$ cat src/rtl/fetch_ctrl.sv
// fetch_ctrl: instruction fetch sequencer owning the PC, imem handshake and the decode instruction register
// Ports:
//   clk, reset (sync, active-low)
//   imem_req/imem_addr -> instruction memory; imem_ack/imem_rdata <- instruction memory
//   stall, redirect_valid, redirect_pc <- decode / branch unit
//   ir_out, ir_valid, pc_out -> decode; fetch_err -> sticky timeout flag
//   perf_fetch_cnt, perf_stall_cnt -> only when FETCH_CTRL_PERF_EN is defined
module fetch_ctrl #(
  parameter int                 ADDR_W   = 32,
  parameter logic [ADDR_W-1:0]  RESET_PC = '0,
  parameter int                 TIMEOUT  = 15
) (
  input  logic              clk,
  input  logic              reset,
  output logic              imem_req,
  output logic [ADDR_W-1:0] imem_addr,
  input  logic              imem_ack,
  input  logic [31:0]       imem_rdata,
  input  logic              stall,
  input  logic              redirect_valid,
  input  logic [ADDR_W-1:0] redirect_pc,
  output logic [31:0]       ir_out,
  output logic              ir_valid,
  output logic [ADDR_W-1:0] pc_out,
  output logic              fetch_err
`ifdef FETCH_CTRL_PERF_EN
  ,
  output logic [31:0]       perf_fetch_cnt,
  output logic [31:0]       perf_stall_cnt
`endif
);
  typedef enum logic [1:0] {RST, REQ, ISSUE, ERR} state_t;
  localparam logic [7:0] TMO = 8'(TIMEOUT);
  state_t            state_q;
  logic [ADDR_W-1:0] pc_q, tgt_q, pc_out_q;
  logic [31:0]       ir_q;
  logic              ir_valid_q, drop_q;
  logic [7:0]        wait_q;
  logic [ADDR_W-1:0] pc_inc_d, rpc_d;
  logic [7:0]        wait_d;
  assign pc_inc_d = pc_q + ADDR_W'(4);
  assign rpc_d    = redirect_pc & ~ADDR_W'(3);
  assign wait_d   = wait_q + 8'd1;
  // A redirect while a request is outstanding is parked in tgt_q: the address
  // must stay stable until the ack, whose data is then thrown away.
  always_ff @(posedge clk) begin
    if (!reset) begin
      state_q    <= RST;
      pc_q       <= RESET_PC;
      tgt_q      <= RESET_PC;
      pc_out_q   <= RESET_PC;
      ir_q       <= '0;
      ir_valid_q <= 1'b0;
      drop_q     <= 1'b0;
      wait_q     <= '0;
    end else begin
      case (state_q)
        RST: state_q <= REQ;
        REQ: begin
          if (imem_ack) begin
            wait_q <= '0;
            drop_q <= 1'b0;
            if (redirect_valid) pc_q <= rpc_d;
            else if (drop_q) pc_q <= tgt_q;
            else begin
              ir_q       <= imem_rdata;
              pc_out_q   <= pc_q;
              ir_valid_q <= 1'b1;
              pc_q       <= pc_inc_d;
              state_q    <= ISSUE;
            end
          end else begin
            wait_q <= wait_d;
            if (redirect_valid) begin
              drop_q <= 1'b1;
              tgt_q  <= rpc_d;
            end
            if (wait_d == TMO) state_q <= ERR;
          end
        end
        ISSUE: begin
          if (redirect_valid || !stall) begin
            ir_valid_q <= 1'b0;
            ir_q       <= '0;
            state_q    <= REQ;
            pc_q       <= redirect_valid ? rpc_d : pc_q;
          end
        end
        default: state_q <= ERR;
      endcase
    end
  end
  assign imem_req  = state_q == REQ;
  assign imem_addr = pc_q;
  assign ir_out    = ir_q;
  assign ir_valid  = ir_valid_q;
  assign pc_out    = pc_out_q;
  assign fetch_err = state_q == ERR;
`ifdef FETCH_CTRL_PERF_EN
  logic [31:0] perf_fetch_q, perf_stall_q;
  always_ff @(posedge clk) begin
    if (!reset) begin
      perf_fetch_q <= '0;
      perf_stall_q <= '0;
    end else begin
      perf_fetch_q <= perf_fetch_q + 32'((state_q == REQ) && imem_ack && !redirect_valid && !drop_q);
      perf_stall_q <= perf_stall_q + 32'((state_q == ISSUE) && stall);
    end
  end
  assign perf_fetch_cnt = perf_fetch_q;
  assign perf_stall_cnt = perf_stall_q;
`endif
endmodule

$ cat config.mk
export PLATFORM = sky130hd
export DESIGN_NAME = fetch_ctrl
export DESIGN_NICKNAME = d
export VERILOG_FILES = /design/src/rtl/fetch_ctrl.sv
export SDC_FILE = /design/constraint.sdc
export NUM_CORES = 1
export LEC_CHECK = 0
export CAP_MARGIN = 20
export CORE_MARGIN = 8
export CORE_UTILIZATION = 34
export DETAILED_ROUTE_END_ITERATION = 10
export DONT_BUFFER_PORTS = 1
export SETUP_SLACK_MARGIN = 0.05
export SYNTH_ARGS = -nofsm -noshare
export SYNTH_HDL_FRONTEND = slang
export SYNTH_SLANG_ARGS = --single-unit
export TNS_END_PERCENT = 1
$ cat constraint.sdc
create_clock -name clk -period 6.7 [get_ports clk]
set_input_delay 1.005 -clock clk [delete_from_list [all_inputs] [get_ports clk]]
set_output_delay 1.005 -clock clk [all_outputs]
set_load 0.01 [all_outputs]
# Word-level counts from Yosys, hierarchy flattened
# Index checks and enable logic that the tools add are counted.
[word_totals]
regBits = 138
in_bits = 69
output_inout_bits = 99
[classes]
n_addsub = 2
eq_ne = 12
n_mux = 25
n_bitwise = 3
reduce_logical = 11
[ops]
columns = ["op", "count"]
rows = [
  ["$mux W32", 9],
  ["$pmux W32 S2", 2],
  ["$add A32 B3 Y32 const B", 1],
  ["$reduce_and A4 Y1", 3],
  ["$mux W2", 5],
  ["$add A8 B1 Y8 const B", 1],
  ["$eq A8 B4 Y1 const B", 1],
  ["$mux W8", 1],
  ["$ne A2 B2 Y1 const B", 4],
  ["$mux W1", 6],
  ["$ne A3 B3 Y1 const B", 2],
  ["$pmux W2 S3", 1],
  ["$reduce_and A5 Y1", 1],
  ["$eq A2 B2 Y1 const B", 2],
  ["$reduce_bool A2 Y1", 2],
  ["$ne A3 B1 Y1 const B", 1],
  ["$not A1 Y1", 3],
  ["$reduce_and A3 Y1", 1],
  ["$eq A2 B1 Y1 const B", 1],
  ["$logic_not A2 Y1", 1],
  ["$ne A2 B1 Y1 const B", 1],
  ["$pmux W1 S2", 1],
  ["$reduce_and A2 Y1", 1],
  ["$logic_not A1 Y1", 1],
  ["$logic_or A1 B1 Y1", 1],
]

# Depth between registers and ports, before layout
# Gate-level depths: netlist (run 1).
[logic_depth]
depth_word = 5
mapped_depth = 8
ltp_nobuf = 6

# Worst setup path before layout (run 1)
# OpenSTA, ideal clock, no wires.
[synth_path]
kind = "input -> register"
from = "input redirect_valid"
to = "register ir_q[10] (netlist: ir_out[10])"
setup_ns = 0.065
arrival_ns = 2.300
t_required_ns = 6.635
path_slack_ns = 4.335
stages = 7
cell_sequence = "clkbuf_1 -> inv_1 -> and4_1 -> a21oi_1 -> clkbuf_1 -> a22oi_1 -> nor2_1"
[synth_between]
elab_chain_len = 3
word_cells_on_any_way = 4
cone_classes = "eq/ne (2); reduce/logical (2)"
[synth_lines]
columns = ["element", "line_no", "rtl"]
rows = [
  ["start, declared", "20", "input logic redirect_valid,"],
  ["$logic_or A1 B1 Y1", "82", "if (redirect_valid || !stall) begin"],
  ["$ne A2 B2 Y1 (no source line)", "--", ""],
  ["$reduce_and A5 Y1 (no source line) *", "--", ""],
  ["end signal, assigned", "66", "ir_q <= imem_rdata;"],
  ["end, declared", "36", "logic [31:0] ir_q;"],
]
# Mark *: on every way between the ends. The rest lies on a longest branch, timed or not.
# A chain may end at the register's enable or synchronous reset.

# Final worst setup path (run 1)
[layout_path]
from = "register pc_q[2] (netlist: imem_addr[2])"
to = "register pc_q[30] (netlist: imem_addr[30])"
[layout_between]
elab_chain_len = 5
[layout_lines]
columns = ["element", "line_no", "rtl"]
rows = [
  ["start, declared", "35", "logic [ADDR_W-1:0] pc_q, tgt_q, pc_out_q;"],
  ["start signal, assigned", "63", "if (redirect_valid) pc_q <= rpc_d;"],
  ["start signal, assigned", "64", "else if (drop_q) pc_q <= tgt_q;"],
  ["start signal, assigned", "69", "pc_q <= pc_inc_d;"],
  ["$add A32 B3 Y32", "41", "assign pc_inc_d = pc_q + ADDR_W'(4);"],
  ["$mux W32", "64", ""],
  ["$mux W32", "63", ""],
  ["$mux W32", "60", "if (imem_ack) begin"],
  ["$pmux W32 S2", "57", "case (state_q)"],
]
# No other way between the ends. The select of a mux whose other input is x is not followed.

==> results of run 1 <==
[worst reg2reg max path, cell delays in order (launching register included)]
cell and delay [ps]:
dfxtp_1 540, ha_1 330, nand2_1 120, or4_1 720, nor3_1 280, mux2_2 350
a2111oi_0 330
[path summary, 6_finish.rpt]
| check | startpoint | to | slack [ps] | cells after the start |
|---|---|---|---|---|
| max | imem_addr[2] | imem_addr[30] | 3890 | 6 |
| min | tgt_q[28] | tgt_q[28] | 450 | 2 |
| max reg2reg | imem_addr[2] | imem_addr[30] | 3890 | 6 |
| min reg2reg | tgt_q[28] | tgt_q[28] | 450 | 2 |
[synth_stat cells (all sizes together), types with 2 or more instances]
cell / count / area, um^2
and4: 2 / 18.8
o211a: 3 / 30.0
o31a: 2 / 17.5
nand3: 15 / 75.1
nand4: 7 / 58.8
nor3: 14 / 70.1
a21oi: 99 / 499
or3: 7 / 43.8
xor2: 7 / 61.3
dfxtp: 134 / 2680
o31ai: 3 / 22.5
a311oi: 3 / 26.3
or4: 6 / 48.8
a31oi: 7 / 43.8
a221oi: 3 / 26.3
nor2: 56 / 210
o21a: 3 / 22.5
a211o: 2 / 17.5
buf: 15 / 97.6
a22oi: 37 / 278
mux2i: 8 / 80.1
nor2b: 2 / 12.5
o211ai: 10 / 75.1
nor4: 11 / 83.8
and2: 2 / 12.5
inv: 10 / 37.5
a211oi: 4 / 30.0
o22ai: 7 / 43.8
or2: 2 / 12.5
a2111oi: 6 / 52.6
nand2: 160 / 601
nand2b: 8 / 50.1
and3: 10 / 63.8
xnor2: 4 / 35.0
clkbuf: 52 / 195
a31o: 3 / 26.3
nor3b: 2 / 15.0
o21ai: 32 / 160
ha: 3 / 37.5
[cell type report]
| type | count | area (um^2) |
|---|---|---|
| multi-input cells | 562 | 3070 |
| clock inverters | 14 | 189 |
| flip-flops and latches | 134 | 2680 |
| clock buffers | 18 | 439 |
| well taps | 225 | 282 |
| repair buffers | 11 | 82.6 |
| inverters | 10 | 38.8 |
| fillers | 1805 | 10600 |
[registers in the layout, indices dropped and copies added, names as in the netlist]
name       cells
pc_out        30
tgt_q         30
drop_q         1
imem_addr     30
ir_valid       1
wait_q         8
ir_out        32
state_q        2
[through the flow]
stage,util,cell area [um^2],worst slack [ps],hold slack (ps)
6_report,0.391,6780,3890,453
5_1_grt,0.391,6780,3670,471
4_1_cts,0.391,6780,3870,451
3_5_place_dp,0.355,6160,3890,442
3_3_place_gp,0.355,6160,3900,439
2_1_floorplan,-,6060,4340,431
[power by group]
group          leakage (nW)  switching (W)  internal, W
registers              1.09      0.0000464     0.000825
logic                 0.901       0.000106    0.0000552
clock network         0.307       0.000397     0.000608
total                  2.30       0.000549      0.00149
[cells in the final DEF, fill, tap and decap left out, drive strengths merged, types with 14 or more instances in the layout]
master  synthesis  routed
nor2           56      56
inv            10      15
dfxtp         134     134
o21ai          32      32
a22oi          37      37
nand2         160     160
a21oi          99      99
nand3          15      15
clkbuf         52      18
nor3           14      14
[logic make-up after synthesis]
group                    count (synthesis)
other                                    1
XOR/XNOR                                11
multiplexers                             9
adder cells (fa/ha/maj)                  3
AO/OA/AOI/OAI                          229
AND/OR/NAND/NOR                        306
flip-flops                             134
buffers and inverters                   77
[layer usage]
metal  vias to the layer above  global-route usage  share of wire  wire length [um]
met5                         -                   0              0                 0
met4                         0              0.0424          0.011               216
met3                        26              0.0604          0.098              1840
met2                       192               0.260           0.46              8610
met1                      2541               0.207           0.43              8120
li1                       2648                   -              -                 -
==> results.txt, run 1 <==
Synth Area in Compound Gates: 0.234
Port Buffers: 0
WL final: 18.8 mm
Max Fclk: 356 MHz
Core ar.: 17,400 um^2
fin nets: 808
leak pwr: 2.30 nW
H-tree Lvls: 4
Die H: 149 um
worst-skew pair later-pin latency: 420 ps
setup violators final: 0
Initial Utilization: 0.349
Crit path buffers/inverters: 0
register area share after synthesis: 0.443
Crit-path slowest cell: or4_1
post-DR wirelength/cell: 19.3 um
gpl congestion: 0.761
Worst Setup Start Kind: flip-flop
vias in the first global route: 5,089
Post-synth EDFFs: 0
CP required: 6990 ps
Least-Margin Pin Slew: 874 ps
post-CTS sizing: 0
final non-filler cell total: 974
Pre-antenna DRT Iters: 5
largest family of logic cells by synthesized area: compound AO/OA/AOI/OAI gates
cell class contributing the biggest share of worst-path delay: simple AND/OR/NAND/NOR gates
Netlist cell types: 59
drt drc: 0
IO Pins: 168
Total Negative Setup Slacks: 0 ps
Hold Fails Final Rpt: 0
hold crit path type: reg2reg
clock slew at reported path FFs: 60 ps
clk sinks: 134
Root Driver: clkbuf_16
number of synthesized register bits: 134
placed cell count: 942
PwrDens: 300 nW/um^2
Via density: 5.55
total CTS buffers: 17
CTS tree: yes
post-synthesis mux area share: 0.0151
ys flop type: dfxtp_1
ys async rst share: 0
clock tree buffer depth: 2
Clock Skews: 11.5 ps
simple-gate share of the synthesized area: 0.230
Ys Warns: 0
fin crit period: 2810 ps
XOR/XNOR Fraction of Synth Area: 0.0159
Final Power: 0.00204 W
initial DRC count: 490
GRT Util Overall: 0.164
Post-CTS Setup Bufs: 0
critical path capture point type: flip-flop
Ant. Diodes: 0
Hold-fix buffers, CTS: 0
largest net degree at the start of global routing: 65
critical path class: reg2reg
Worst VDD drop: 185 uV
row count: 48
vias after detailed routing: 5,407
Area growth, synth to finish: 12.1%
mapped cell area: 6050 um^2
Syn Area/Cell: 7.86 um^2
Slew Limit Fails: 0
max_cap viols: 0
Die Width: 149 um
status: finished, final reports clean
first-pass GRT wire length: 28.9 mm
unrepaired setup endpoints after global routing: no
largest incremental delay on the critical path: 720 ps
cells after synthesis: 770
DRT antenna net count: 0
critical-path cell list: ha_1 > nand2_1 > or4_1 > nor3_1 > mux2_2 > a2111oi_0
Detailed Place HPWL: 12.5 mm
slew margin rel.: 0.416
Critical Path AT: 3100 ps
initial antenna violation count: 0
Overflow after GRT: 0
Final Cycle Share: 0.419
Synth Area in Adders: 0.00620
share of layout cells above drive strength 1: 0.0814
die footprint: 22,300 um^2
Crit Path Max Fanout: 9
(Power assumes the default switching activity.)
==> run 2, diff against run 1 <==
clock period = 2.33 ns   (was 6.7 ns; I/O delays follow)
==> results.txt, run 2 (synthesis gave the netlist of run 1 again) <==
most frequent cells in the layout: 160 x nand2_1, 132 x dfxtp_1, 97 x a21oi_1
slew margin rel.: 0.444
gpl congestion: 0.877
max FFs per register: 32
critical path capture point type: flip-flop
clock slew at reported path FFs: 60 ps
number of stages on the worst hold path: 1
WHS Endpoint: drop_q
Port Buffers: 0
FF+latch area: 2690 um^2
r2r startpoint: imem_addr[13]
IO Pins: 168
Slew Limit Fails: 0
Root Driver: clkbuf_16
share of layout cells above drive strength 1: 0.133
most common cell after layout, fill and taps aside: nand2_1
Hold Fails Final Rpt: 0
Overflow after GRT: 0
Least-Margin Pin Slew: 833 ps
critical-path cell list: inv_1 > or4_1 > buf_4 > or4_1 > o211ai_1 > a311oi_1
H-tree Lvls: 4
worst-skew pair later-pin latency: 420 ps
Critical Path AT: 2420 ps
R2R Path End: imem_addr[20]
die footprint: 22,300 um^2
Total Negative Setup Slacks: 0 ps
drt drc: 0
Final Cycle Share: 0.927
DRT antenna net count: 0
CTS tree: yes
Crit path buffers/inverters: 2
largest incremental delay on the critical path: 590 ps
Clock power frac: 0.493
initial DRC count: 327
hold path start: imem_ack
sw frac: 0.248
Switching Power: 0.00149 W
Ant. Diodes: 0
hold crit path type: in2reg
max_cap viols: 0
Comb power frac: 0.101
CP most frequent cell: or4_1
Clock Skews: 9.80 ps
GRT Util Overall: 0.168
Detailed Place HPWL: 13.7 mm
Initial Utilization: 0.349
Worst Setup Start Kind: flip-flop
Area growth, synth to finish: 18.7%
Hold-fix buffers, CTS: 0
Worst Reg-to-Reg Cells: 6
Crit-path slowest cell: or4_1
Die Width: 149 um
row count: 48
Pre-antenna DRT Iters: 5
vias in the first global route: 5,239
Worst VDD drop: 540 uV
Crit Path Max Fanout: 8
area of the multi-input gates: 3070 um^2
post-DR wirelength/cell: 19.0 um
Post-CTS Setup Bufs: 0
PwrDens: 838 nW/um^2
vias after detailed routing: 5,560
critical path class: reg2reg
Int Pwr: 0.00453 W
Die H: 149 um
fin crit period: 2160 ps
clock tree buffer depth: 2
Core ar.: 17,400 um^2
unrepaired setup endpoints after global routing: yes
first-pass GRT wire length: 29.6 mm
status: finished, final reports clean
leak pwr: 2.55 nW
Fillers: 1,745
Max Fclk: 463 MHz
CP required: 2590 ps
largest net degree at the start of global routing: 76
Final Power: 0.00602 W
WL final: 19.3 mm
Via density: 5.47
setup violators final: 0
total CTS buffers: 17
fin nets: 852
Seq pwr share: 0.406
initial antenna violation count: 0
r2r setup slk: 170 ps
clk sinks: 134
cell class contributing the biggest share of worst-path delay: simple AND/OR/NAND/NOR gates
==> run 2: cell type report <==
type / instances / share of cell area
repair buffers: 55 / 0.0644
inverters: 10 / 0.00540
flip-flops and latches: 134 / 0.374
clock buffers: 20 / 0.0622
clock inverters: 11 / 0.0275
well taps: 225 / 0.0392
multi-input cells: 562 / 0.428
==> run 2: timing repair <==
item | in CTS | in global routing
hold endpoints to repair | 0 | 0
gates resized for setup | 0 | 2
endpoints found under the setup margin | 0 | 19
==> run 2: worst max path at each step <==
| stage | from | endpoint | slack [ps] | cells after the start |
|---|---|---|---|---|
| after detailed placement | imem_addr[13] | imem_addr[20] | 180 | 6 |
| final | imem_addr[13] | imem_addr[20] | 170 | 6 |
| after floorplan | imem_addr[4] | imem_addr[30] | 90 | 7 |
| after CTS | imem_addr[13] | imem_addr[20] | 170 | 6 |
| after global routing | imem_addr[13] | imem_addr[30] | 30 | 5 |
| after global placement | imem_addr[13] | imem_addr[20] | 190 | 6 |
==> run 2: through the flow <==
| stage | worst slack [ps] | cell area [um^2] | hold WS (ps) | instances | util |
|---|---|---|---|---|---|
| 2_1_floorplan | 87.5 | 6070 | 431 | 773 | - |
| 6_report | 170 | 7180 | 29.3 | 1017 | 0.414 |
| 4_1_cts | 169 | 7180 | 9.71 | 1017 | 0.414 |
| 3_5_place_dp | 177 | 6530 | 443 | 986 | 0.376 |
| 5_1_grt | 31.7 | 7180 | 29.6 | 1017 | 0.414 |
| 3_3_place_gp | 190 | 6530 | 438 | 986 | 0.376 |
==> run 2: power groups by stage <==
stage | Combinational [W] | Sequential (W) | Clock, W
after floorplan | 0.000377 | 0.00251 | 0
after global placement | 0.000601 | 0.00250 | 0
after detailed placement | 0.000606 | 0.00250 | 0
after CTS | 0.000608 | 0.00245 | 0.00301
after global routing | 0.000672 | 0.00246 | 0.00311
final | 0.000609 | 0.00245 | 0.00297
==> run 2: per-layer routing <==
layer,GRT usage,part of all wire
met5,0,0
met4,0.0490,0.016
met3,0.0701,0.097
met2,0.269,0.47
met1,0.203,0.42
